[config.mk]
export PLATFORM = sky130hd
export DESIGN_NAME = elevator_call_scheduler
export DESIGN_NICKNAME = d
export VERILOG_FILES = /design/src/rtl/elevator_pkg.sv /design/src/rtl/call_debouncer.sv /design/src/rtl/elevator_call_scheduler.sv
export SDC_FILE = /design/constraint.sdc
export NUM_CORES = 1
export LEC_CHECK = 0
export ABC_AREA = 1
export CELL_PAD_IN_SITES_DETAIL_PLACEMENT = 0
export CELL_PAD_IN_SITES_GLOBAL_PLACEMENT = 1
export CORE_MARGIN = 3
export CORE_UTILIZATION = 38
export CTS_CLUSTER_DIAMETER = 100
export CTS_CLUSTER_SIZE = 10
export DETAILED_ROUTE_END_ITERATION = 8
export PLACE_DENSITY_LB_ADDON = 0.1
export SLEW_MARGIN = 20
export SYNTH_ARGS = -nofsm -noshare
export SYNTH_HDL_FRONTEND = slang
export SYNTH_SLANG_ARGS = --single-unit
[constraint.sdc]
create_clock -name clk -period 2.32 [get_ports clk]
set_input_delay 0.232 -clock clk [delete_from_list [all_inputs] [get_ports clk]]
set_output_delay 0.232 -clock clk [all_outputs]
set_load 0.1 [all_outputs]
[src/rtl/elevator_pkg.sv]
// Shared definitions for the elevator call scheduler slice.
// Latency: n/a (constants, types and pure functions only).
// Backpressure: n/a.
//
// Contents: floor count, one-hot floor constants, scheduler state encoding,
// one-hot validity check and one-hot to index conversion.
package elevator_pkg;

  localparam int NUM_FLOORS = 4;
  localparam int FLOOR_W    = $clog2(NUM_FLOORS);

  localparam logic [NUM_FLOORS-1:0] FLOOR_0 = 4'b0001;
  localparam logic [NUM_FLOORS-1:0] FLOOR_1 = 4'b0010;
  localparam logic [NUM_FLOORS-1:0] FLOOR_2 = 4'b0100;
  localparam logic [NUM_FLOORS-1:0] FLOOR_3 = 4'b1000;

  typedef enum logic [1:0] {
    IDLE   = 2'd0,
    MOVING = 2'd1,
    DWELL  = 2'd2
  } sched_state_t;

  function automatic logic is_one_hot(input logic [NUM_FLOORS-1:0] v);
    return (v != '0) && ((v & (v - 1'b1)) == '0);
  endfunction

  // Only meaningful for one-hot inputs; callers gate on is_one_hot().
  function automatic logic [FLOOR_W-1:0] floor_index(input logic [NUM_FLOORS-1:0] v);
    logic [FLOOR_W-1:0] idx;
    idx = '0;
    for (int i = 0; i < NUM_FLOORS; i++) begin
      if (v[i]) idx = FLOOR_W'(i);
    end
    return idx;
  endfunction

endpackage

[src/rtl/call_debouncer.sv]
// Synchronises one raw call button, debounces it and emits a one-cycle press pulse.
// Latency: press pulse visible 2 + DEBOUNCE_CYCLES cycles after the first high sample.
// Backpressure: none; the button is sampled every cycle and pulses are never held.
//
// Ports:
//   clk    in   system clock
//   reset  in   synchronous active-high reset
//   btn    in   raw asynchronous button level
//   press  out  single-cycle pulse on the rising edge of the debounced level
module call_debouncer #(
  parameter int DEBOUNCE_CYCLES = 16
) (
  input  logic clk,
  input  logic reset,
  input  logic btn,
  output logic press
);

  localparam int CW = $clog2(DEBOUNCE_CYCLES + 1);

  logic          sync1;
  logic          sync2;
  logic          stable_q;
  logic [CW-1:0] cnt;
  logic          stable;

  // Counter saturates at DEBOUNCE_CYCLES, so the level stays accepted while
  // the button is held and the pulse fires only once per press.
  assign stable = (cnt == CW'(DEBOUNCE_CYCLES));
  assign press  = stable & ~stable_q;

  always_ff @(posedge clk) begin
    if (reset) begin
      sync1    <= 1'b0;
      sync2    <= 1'b0;
      cnt      <= '0;
      stable_q <= 1'b0;
    end else begin
      sync1    <= btn;
      sync2    <= sync1;
      stable_q <= stable;
      if (!sync2) begin
        cnt <= '0;
      end else if (!stable) begin
        cnt <= cnt + CW'(1);
      end
    end
  end

endmodule

[src/rtl/elevator_call_scheduler.sv]
// Latches debounced call buttons and picks a SCAN target floor for the car controller.
// Latency: press-to-pending 2 + DEBOUNCE_CYCLES + 1 cycles; target/door outputs registered (1 cycle).
// Backpressure: none; the controller is expected to follow requested_floor, inputs sampled every cycle.
//
// Ports:
//   clk              in   system clock
//   reset            in   synchronous active-high reset
//   tick             in   one-cycle pulse per second, counted only while dwelling
//   call_btn         in   raw call buttons, one per floor
//   present_floor    in   one-hot current car floor
//   requested_floor  out  one-hot target floor (FLOOR_0 when present_floor is invalid)
//   pending_calls    out  latched unserviced calls
//   door_open        out  high while dwelling at a serviced floor
//   dir_up           out  current sweep direction, 1 = up
module elevator_call_scheduler
  import elevator_pkg::*;
#(
  parameter int DEBOUNCE_CYCLES = 16,
  parameter int DWELL_TICKS     = 3
) (
  input  logic                  clk,
  input  logic                  reset,
  input  logic                  tick,
  input  logic [NUM_FLOORS-1:0] call_btn,
  input  logic [NUM_FLOORS-1:0] present_floor,
  output logic [NUM_FLOORS-1:0] requested_floor,
  output logic [NUM_FLOORS-1:0] pending_calls,
  output logic                  door_open,
  output logic                  dir_up
);

  localparam int DW = $clog2(DWELL_TICKS + 1);

  sched_state_t          state;
  logic [DW-1:0]         dwell_cnt;
  logic [NUM_FLOORS-1:0] target_q;
  logic [NUM_FLOORS-1:0] press;
  logic [NUM_FLOORS-1:0] sel_floor;
  logic [NUM_FLOORS-1:0] set_mask;
  logic [NUM_FLOORS-1:0] clr_mask;
  logic [NUM_FLOORS-1:0] pending_next;
  logic [FLOOR_W-1:0]    cur_idx;
  logic [FLOOR_W-1:0]    tgt_idx;
  logic [FLOOR_W-1:0]    sel_idx;
  logic [FLOOR_W-1:0]    above_idx;
  logic [FLOOR_W-1:0]    below_idx;
  logic                  above_vld;
  logic                  below_vld;
  logic                  sel_vld;
  logic                  sel_flip;
  logic                  pf_valid;
  logic                  enter_dwell;
  logic                  absorb;
  logic                  retarget;

  for (genvar f = 0; f < NUM_FLOORS; f++) begin : g_deb
    call_debouncer #(
      .DEBOUNCE_CYCLES(DEBOUNCE_CYCLES)
    ) u_deb (
      .clk  (clk),
      .reset(reset),
      .btn  (call_btn[f]),
      .press(press[f])
    );
  end

  assign pf_valid = is_one_hot(present_floor);
  assign cur_idx  = floor_index(present_floor);
  assign tgt_idx  = floor_index(target_q);

  // Nearest pending floor above (lowest index > car) and below (highest index < car).
  always_comb begin
    above_vld = 1'b0;
    above_idx = '0;
    below_vld = 1'b0;
    below_idx = '0;
    for (int i = NUM_FLOORS - 1; i >= 0; i--) begin
      if (pending_calls[i] && (i > int'(cur_idx))) begin
        above_vld = 1'b1;
        above_idx = FLOOR_W'(i);
      end
    end
    for (int i = 0; i < NUM_FLOORS; i++) begin
      if (pending_calls[i] && (i < int'(cur_idx))) begin
        below_vld = 1'b1;
        below_idx = FLOOR_W'(i);
      end
    end
  end

  // SCAN: keep sweeping while there is work ahead, otherwise reverse.
  always_comb begin
    sel_vld  = 1'b0;
    sel_flip = 1'b0;
    sel_idx  = '0;
    if (dir_up) begin
      if (above_vld) begin
        sel_vld = 1'b1;
        sel_idx = above_idx;
      end else if (below_vld) begin
        sel_vld  = 1'b1;
        sel_flip = 1'b1;
        sel_idx  = below_idx;
      end
    end else begin
      if (below_vld) begin
        sel_vld = 1'b1;
        sel_idx = below_idx;
      end else if (above_vld) begin
        sel_vld  = 1'b1;
        sel_flip = 1'b1;
        sel_idx  = above_idx;
      end
    end
  end

  assign sel_floor = FLOOR_0 << sel_idx;

  assign enter_dwell = pf_valid &&
                       (((state == IDLE) && (|(pending_calls & present_floor))) ||
                        ((state == MOVING) && (present_floor == target_q)));

  // A press for the floor the door is already open at is swallowed and
  // extends the dwell instead of becoming a pending call.
  assign absorb = pf_valid && (state == DWELL) && (|(press & present_floor));

  // Only a same-direction call closer than the current target can steal it.
  assign retarget = (state == MOVING) && sel_vld && !sel_flip &&
                    (dir_up ? (sel_idx < tgt_idx) : (sel_idx > tgt_idx));

  // Clear beats a simultaneous press on the same bit.
  assign set_mask     = (pf_valid && (state == DWELL)) ? (press & ~present_floor) : press;
  assign clr_mask     = enter_dwell ? present_floor : '0;
  assign pending_next = (pending_calls | set_mask) & ~clr_mask;

  always_ff @(posedge clk) begin
    if (reset) begin
      state           <= IDLE;
      pending_calls   <= '0;
      requested_floor <= FLOOR_0;
      target_q        <= FLOOR_0;
      door_open       <= 1'b0;
      dir_up          <= 1'b1;
      dwell_cnt       <= '0;
    end else begin
      pending_calls <= pending_next;
      if (!pf_valid) begin
        // Unknown car position: freeze the FSM and park the request at floor 0.
        requested_floor <= FLOOR_0;
      end else if (enter_dwell) begin
        state           <= DWELL;
        door_open       <= 1'b1;
        dwell_cnt       <= '0;
        requested_floor <= present_floor;
      end else begin
        case (state)
          IDLE: begin
            if (sel_vld) begin
              state           <= MOVING;
              target_q        <= sel_floor;
              requested_floor <= sel_floor;
              if (sel_flip) dir_up <= ~dir_up;
            end else begin
              requested_floor <= present_floor;
            end
          end
          MOVING: begin
            if (retarget) begin
              target_q        <= sel_floor;
              requested_floor <= sel_floor;
            end else begin
              requested_floor <= target_q;
            end
          end
          DWELL: begin
            requested_floor <= present_floor;
            if (absorb) begin
              dwell_cnt <= '0;
            end else if (tick) begin
              dwell_cnt <= dwell_cnt + DW'(1);
              if (dwell_cnt == DW'(DWELL_TICKS - 1)) begin
                state     <= IDLE;
                door_open <= 1'b0;
              end
            end
          end
          default: state <= IDLE;
        endcase
      end
    end
  end

endmodule

==> results.sh, run 1 <==
export IMPL_path_class="input port to flip-flop"
export IMPL_yosysTopAreaCell="dfxtp_1"
export IMPL_final_net_count=466
export IMPL_worstPathRequired_ns=2.58
export IMPL_synth_distinct_cells=40
export IMPL_switching_power_uw=423
export IMPL_wire_per_inst_um=12.5
export IMPL_pre_cts_ws_ns=-0.398
export IMPL_gp_congestion=0.859
export IMPL_place_inst=528
export IMPL_ys_ff_latch=50
export IMPL_ys_top_cells_by_count="77 x nand2_1, 50 x dfxtp_1, 49 x inv_1"
export IMPL_gr_total_overflow=0
export IMPL_p_clk_share_pct=39.8
export IMPL_drc=0
export IMPL_r2r_cells=20
export IMPL_cts_hold_buf=0
export IMPL_critical_path_arrival_ns=2.38
export IMPL_htree_levels=2
export IMPL_maxSlewViolCount=0
export IMPL_clock_skew_ns=0.00674
export IMPL_grt_pass1_wl_mm=11.4
export IMPL_cts_buffer_depth=2
export IMPL_finalPower_mw=1.67
export IMPL_p_leak_nw=1.62
export IMPL_layout_drive_gt1_share_pct=23.8
export IMPL_grt_max_degree=20
export IMPL_outcome="complete, no violations"
export IMPL_final_instance_count_excl_fill=540
export IMPL_crit_fanout=5
export IMPL_ys_seq_area_share_pct=34.7
export IMPL_coreArea_sq_mm=0.00733
export IMPL_utilization_pct=47.9
export IMPL_antenna_cells=0
export IMPL_final_period_utilization_pct=91.4
export IMPL_critPathCaptureType="flip-flop"
export IMPL_clk_pin_slew_ns=0.11
export IMPL_whs_endpoint="g_deb[2].u_deb.sync2"
export IMPL_antenna_found_initial=0
export IMPL_chipWidth_um=93.2
export IMPL_syn_area_per_cell_sq_um=7.27
export IMPL_drtIter0Drc=155
export IMPL_relSlewSlack_pct=67.2
export IMPL_cap_violations=0
export IMPL_worstSetupStartpointType="input port"
export IMPL_finalSetupViolations=0
export IMPL_dieArea_sq_mm=0.00868
export IMPL_async_flop_share_pct=0
export IMPL_multi_input_area_sq_mm=0.00167
export IMPL_peakVddDrop_uv=256
export IMPL_initial_core_util_pct=39.4
export IMPL_netSwitchingFraction_pct=25.4
export IMPL_whs_path_depth=2
export IMPL_viasPerCell=4.71
export IMPL_ctsRootBufferMaster="clkbuf_8"
export IMPL_hold_violations=0
export IMPL_die_h_um=93.2
export IMPL_first_pass_iters=4
export IMPL_worst_pin_slew_ns=0.491
export IMPL_portBuffers=20
export IMPL_cts_buffers=5
export IMPL_fin_ws_ns=0.201
export IMPL_syn_nets=423
export IMPL_cts_tree="yes"
export IMPL_fill_cells=764
export IMPL_synth_most_common_cell="nand2_1"
export IMPL_synth_area_leaders="dfxtp_1 35%, nand2_1 10%, ha_1 6.5%"
export IMPL_postSynthCellCount=397
export IMPL_r2r_end="requested_floor[3]"
export IMPL_powerDensity_mw_per_mm2=475
export IMPL_yosys_warnings=0
export IMPL_r2r_start="pending_calls[1]"
export IMPL_ant_nets=0
export IMPL_period_needed_ns=2.12
export IMPL_synth_main_ff_cell="dfxtp_1"
export IMPL_ios=21
export IMPL_post_synth_top_area_fraction_pct=34.7
export IMPL_seq_power_share_pct=52.1
export IMPL_first_global_vias=2415
export IMPL_p_comb_share_pct=8.0
export IMPL_hold_class="flip-flop to flip-flop"
export IMPL_r2r_setup_slack_ns=0.24
export IMPL_min_delay_start="g_deb[2].u_deb.sync1"
export IMPL_synth_edf_count=0
export IMPL_clock_latency_ns=0.31
export IMPL_register_area_sq_mm=0.00102
export IMPL_dpl_hpwl_mm=5.11
export IMPL_clock_sinks=50
export IMPL_netlist_area_sq_mm=0.00289
export IMPL_fmax_ghz=0.472
export IMPL_vias=2542
export IMPL_routed_wl_mm=6.73
export IMPL_flow_area_growth_from_synthesis_pct=21.6
export IMPL_cell_internal_pwr_mw=1.24
export IMPL_row_count=31
export IMPL_holdWs_ns=0.409
export IMPL_track_usage_pct=16.3
routing by layer:
| metal | part of all wire [%] | up-vias | track usage [%] |
|---|---|---|---|
| met5 | 0 | - | 0 |
| met4 | 0.82 | 0 | 4.03 |
| met3 | 4.4 | 4 | 2.57 |
| met2 | 45 | 46 | 27.4 |
| met1 | 49 | 1142 | 22.0 |
| li1 | - | 1350 | - |
logic make-up after synthesis:
| family | share of synthesized area [%] |
|---|---|
| fa+ha+maj | 6.50 |
| flops | 34.7 |
| buf+inv | 9.40 |
| simple gates | 32.2 |
| xor+xnor | 2.73 |
| compound gates | 14.5 |
layout make-up:
class,instances,share of cell area [%]
clock buffers,5,1.96
clock inverters,3,1.35
inverters,57,6.17
multi-input cells,282,47.6
flip-flops and latches,50,29.0
well taps,99,3.53
repair buffers,44,10.3
critical path: stages:
cell and delay [ns]:
clkdlybuf4s15_1 0.23, buf_6 0.17, o21ai_4 0.20, nand3_4 0.11, nand2_4 0.09, nand2_4 0.06
nand2_8 0.05, inv_1 0.04, ha_1 0.18, inv_1 0.05, nand2_1 0.06, nand2_2 0.07
nand2_1 0.06, nand2_2 0.09, nand2_1 0.07, a21oi_2 0.18, nand3_2 0.12, nand3_2 0.07
nand2_1 0.05, nand2_1 0.06, nand2_1 0.05, a21oi_2 0.10
sequential cells by signal (all words and copies together), names as in the netlist:
register,flops
dir_up,1
door_open,1
dwell_cnt,2
g_deb.u_deb.cnt,20
g_deb.u_deb.stable_q,4
g_deb.u_deb.sync1,4
g_deb.u_deb.sync2,4
pending_calls,4
requested_floor,4
state,2
target_q,4
power groups by stage:
stage | combinational, mW | clock [mW] | sequential [mW]
after detailed placement | 0.131 | 0 | 0.888
after global placement | 0.131 | 0 | 0.888
after global routing | 0.147 | 0.716 | 0.870
after CTS | 0.133 | 0.685 | 0.868
after floorplan | 0.0623 | 0 | 0.905
final | 0.134 | 0.664 | 0.868
worst max-delay path by stage:
stage / from / end / slack (ns) / cells past startpoint
CTS: present_floor[1] / requested_floor[0] / 0.02 / 20
detailed placement: present_floor[2] / requested_floor[3] / -0.40 / 19
floorplan: pending_calls[1] / requested_floor[3] / 0.01 / 17
global placement: present_floor[2] / requested_floor[3] / -0.35 / 19
finish: present_floor[3] / requested_floor[3] / 0.20 / 22
global route: present_floor[2] / requested_floor[3] / -0.01 / 23
cells in the final DEF, fill, tap and decap left out, drive strengths merged:
cell type and count:
nand2 94, inv 59, nor2 52, dfxtp 50, buf 34, a21oi 31, nand3 29, o21ai 27
ha 15, clkdlybuf4s50 7, nor3 6, xnor2 5, clkbuf 5, xor2 4, or2 4, nand4 3
a211oi 3, o22ai 2, o211ai 2, clkdlybuf4s15 2, a22o 1, o211a 1, nor4 1, o31ai 1
nand3b 1, bufinv 1, dlymetal6s2s 1
metrics by stage:
stage | cell area [sq um] | TNS [ns]
after floorplan | 2910 | 0
after global placement | 3300 | -2.31
after detailed placement | 3300 | -2.57
after CTS | 3440 | 0
after global routing | 3510 | -0.0131
final | 3510 | 0
repair_timing:
action                     in CTS  in global routing
gates resized for setup         7                 11
pin swaps                       2                  8
buffers inserted                1                  3
setup endpoints to repair       4                  7
No activity file was read; power rests on OpenSTA's default activity.
==> run 2: changes to the inputs <==
--- a/config.mk
+++ b/config.mk
@@ -5,7 +5,7 @@
 export SDC_FILE = /design/constraint.sdc
 export NUM_CORES = 1
 export LEC_CHECK = 0
-export ABC_AREA = 1
+export ABC_AREA = 0
 export CELL_PAD_IN_SITES_DETAIL_PLACEMENT = 0
 export CELL_PAD_IN_SITES_GLOBAL_PLACEMENT = 1
 export CORE_MARGIN = 3
@@ -14,6 +14,7 @@
 export CTS_CLUSTER_SIZE = 10
 export DETAILED_ROUTE_END_ITERATION = 8
 export PLACE_DENSITY_LB_ADDON = 0.1
+export REMOVE_ABC_BUFFERS = 1
 export SLEW_MARGIN = 20
 export SYNTH_ARGS = -nofsm -noshare
 export SYNTH_HDL_FRONTEND = slang
==> results.sh, run 2 <==
export IMPL_outcome="finished with violations"
export IMPL_violations="setup timing"
export IMPL_p_comb_share_pct=10.5
export IMPL_crit_fanout=4
export IMPL_path_cells="a211oi_4 -> or4_4 -> a31oi_4 -> ha_4 -> a221oi_2 -> o221ai_2 -> buf_4 -> a2111oi_4 -> buf_4 -> o21ai_2 -> a21o_1"
export IMPL_netSwitchingFraction_pct=25.2
export IMPL_ys_seq_area_share_pct=35.9
export IMPL_pre_cts_ws_ns=-1.21
export IMPL_register_area_sq_mm=0.00101
export IMPL_final_net_count=419
export IMPL_fill_cells=636
export IMPL_grt_pass1_wl_mm=11.8
export IMPL_gr_total_overflow=0
export IMPL_rsz0062_at_grt="yes"
export IMPL_relSlewSlack_pct=52.0
export IMPL_finalSetupViolations=8
export IMPL_first_pass_iters=4
export IMPL_utilization_pct=53.7
export IMPL_post_synth_top_area_fraction_pct=35.9
export IMPL_flow_area_growth_from_synthesis_pct=33.8
export IMPL_cts_tree="yes"
export IMPL_p_clk_share_pct=32.5
export IMPL_maxSlewViolCount=0
export IMPL_hold_class="flip-flop to flip-flop"
export IMPL_wire_per_inst_um=14.6
export IMPL_ctsRootBufferMaster="clkbuf_8"
export IMPL_switching_power_uw=385
export IMPL_clock_skew_ns=0.00836
export IMPL_chipWidth_um=91.6
export IMPL_cts_buffer_depth=2
export IMPL_worstPathRequired_ns=2.52
export IMPL_layout_commonest_cell="buf_4"
export IMPL_path_class="flip-flop to flip-flop"
export IMPL_critical_path_arrival_ns=3.10
export IMPL_peakVddDrop_uv=277
export IMPL_cap_violations=0
export IMPL_period_needed_ns=2.90
export IMPL_routed_wl_mm=7.12
export IMPL_synth_edf_count=0
export IMPL_vias=2476
export IMPL_critPathCaptureType="flip-flop"
export IMPL_ios=21
export IMPL_dieArea_sq_mm=0.00840
export IMPL_hold_violations=0
export IMPL_drtIter0Drc=180
export IMPL_die_h_um=91.6
export IMPL_antenna_cells=0
export IMPL_row_count=30
export IMPL_ys_ff_latch=50
export IMPL_critical_path_max_stage_delay_ns=0.51
export IMPL_ys_top_cells_by_count="50 x dfxtp_1, 43 x nor2_1, 19 x inv_1, 19 x nand2_1"
export IMPL_largest_register="g_deb.u_deb.cnt"
export IMPL_postSynthCellCount=323
export IMPL_finalPower_mw=1.53
export IMPL_viasPerCell=5.06
export IMPL_first_global_vias=2363
export IMPL_synth_most_common_cell="dfxtp_1"
export IMPL_cell_internal_pwr_mw=1.14
export IMPL_multi_input_area_sq_mm=0.00179
export IMPL_synth_area_leaders="dfxtp_1 36%, ha_1 6.7%, nor2_1 5.8%"
export IMPL_portBuffers=20
export IMPL_seq_power_share_pct=57.0
export IMPL_final_period_utilization_pct=125
export IMPL_worst_pin_slew_ns=0.712
export IMPL_worstSetupStartpointType="flip-flop"
export IMPL_setup_tns_ns=-3.56
export IMPL_netlist_area_sq_mm=0.00279
export IMPL_largest_register_ffs=20
export IMPL_fmax_ghz=0.345
export IMPL_synth_distinct_cells=59
export IMPL_htree_levels=2
export IMPL_gp_congestion=0.886
export IMPL_cts_buffers=5
export IMPL_drc=0
export IMPL_clk_pin_slew_ns=0.09
export IMPL_clock_sinks=50
export IMPL_cpMostUsedCell="buf_4"
export IMPL_syn_area_per_cell_sq_um=8.63
export IMPL_layout_drive_gt1_share_pct=28.0
export IMPL_grt_max_degree=31
export IMPL_clock_latency_ns=0.30
export IMPL_ant_nets=0
export IMPL_antenna_found_initial=0
export IMPL_async_flop_share_pct=0
export IMPL_yosys_warnings=0
export IMPL_yosysTopAreaCell="dfxtp_1"
export IMPL_critPathSlowestCell="or4_4"
export IMPL_p_leak_nw=1.42
export IMPL_dpl_hpwl_mm=5.24
export IMPL_track_usage_pct=17.4
export IMPL_powerDensity_mw_per_mm2=409
export IMPL_coreArea_sq_mm=0.00694
export IMPL_fin_ws_ns=-0.575
export IMPL_layout_common_cells="65 x buf_4, 47 x dfxtp_1, 42 x nor2_1"
export IMPL_synth_main_ff_cell="dfxtp_1"
export IMPL_initial_core_util_pct=40.1
## run 2: changes by cell type after synthesis, sizes merged, moves of 9 or more
cell,previous run,this run
xor2,4,14
nand2,94,19
inv,57,19
nand2b,0,15
o21ai,27,10
nor2,52,43
a21oi,31,11
nand3,29,10
clkbuf,1,13
nor2b,0,9
## run 2: power by group through the flow
stage               Sequential, mW  Combinational (mW)  Clock [mW]
global placement             0.894               0.149           0
CTS                          0.872               0.157       0.523
detailed placement           0.894               0.149           0
floorplan                    0.913              0.0451           0
global route                 0.872               0.174       0.557
finish                       0.870               0.160       0.495
## run 2: cells by family (layout without fill, tap and decap cells)
kind of cell,Yosys count,count (layout),share of synthesized area (%)
buf+inv,36,106,5.25
flops,50,50,35.9
fa+ha+maj,15,15,6.74
compound gates,72,72,20.3
mux,3,3,1.12
xor+xnor,22,22,6.92
simple gates,125,125,23.8
## run 2: routing by layer
layer  up-vias  track usage (%)  routed length [um]
met4         0             3.77                  38
met5         -                0                   0
met3         2             3.53                 343
li1       1277                -                   -
met1      1141             24.2                3460
met2        56             27.6                3280
## run 2: stage by stage
step | hold WS, ns | std cells | instance area [sq um]
floorplan | 0.301 | 306 | 2710
global placement | 0.421 | 478 | 3440
detailed placement | 0.425 | 478 | 3440
CTS | 0.450 | 489 | 3670
global route | 0.462 | 489 | 3730
finish | 0.442 | 489 | 3730
## run 2: area by class of cell
class	count	area share [%]
clock inverters	2	0.403
well taps	96	3.22
clock buffers	5	1.85
multi-input cells	237	48.1
inverters	19	1.91
flip-flops and latches	50	27.2
repair buffers	80	17.3
## run 2: worst paths after layout
path,to,depth (start not counted),slack (ns),from
setup / recovery,target_q[0],11,-0.58,pending_calls[1]
hold / removal,g_deb[0].u_deb.sync2,1,0.44,g_deb[0].u_deb.sync1
setup reg to reg,target_q[0],11,-0.58,pending_calls[1]
hold reg to reg,g_deb[0].u_deb.sync2,1,0.44,g_deb[0].u_deb.sync1
## run 2: worst max-delay path, delay by kind of cell (launching register included)
kind                       cells  cell delay [ns]
AOI/OAI and AO/OA              7             1.28
and+or+nand+nor                1             0.51
DFF                            1             0.40
buffers and inverters          2             0.38
adders and majority gates      1             0.23
## run 2: what timing repair did
| item | in CTS | in global routing |
|---|---|---|
| setup endpoints to repair | 9 | 9 |
| setup buffers | 5 | 1 |
| resized for setup | 29 | 13 |
| pin swaps | 18 | 7 |
| cloned | 0 | 0 |
| hold buffers | 0 | 0 |
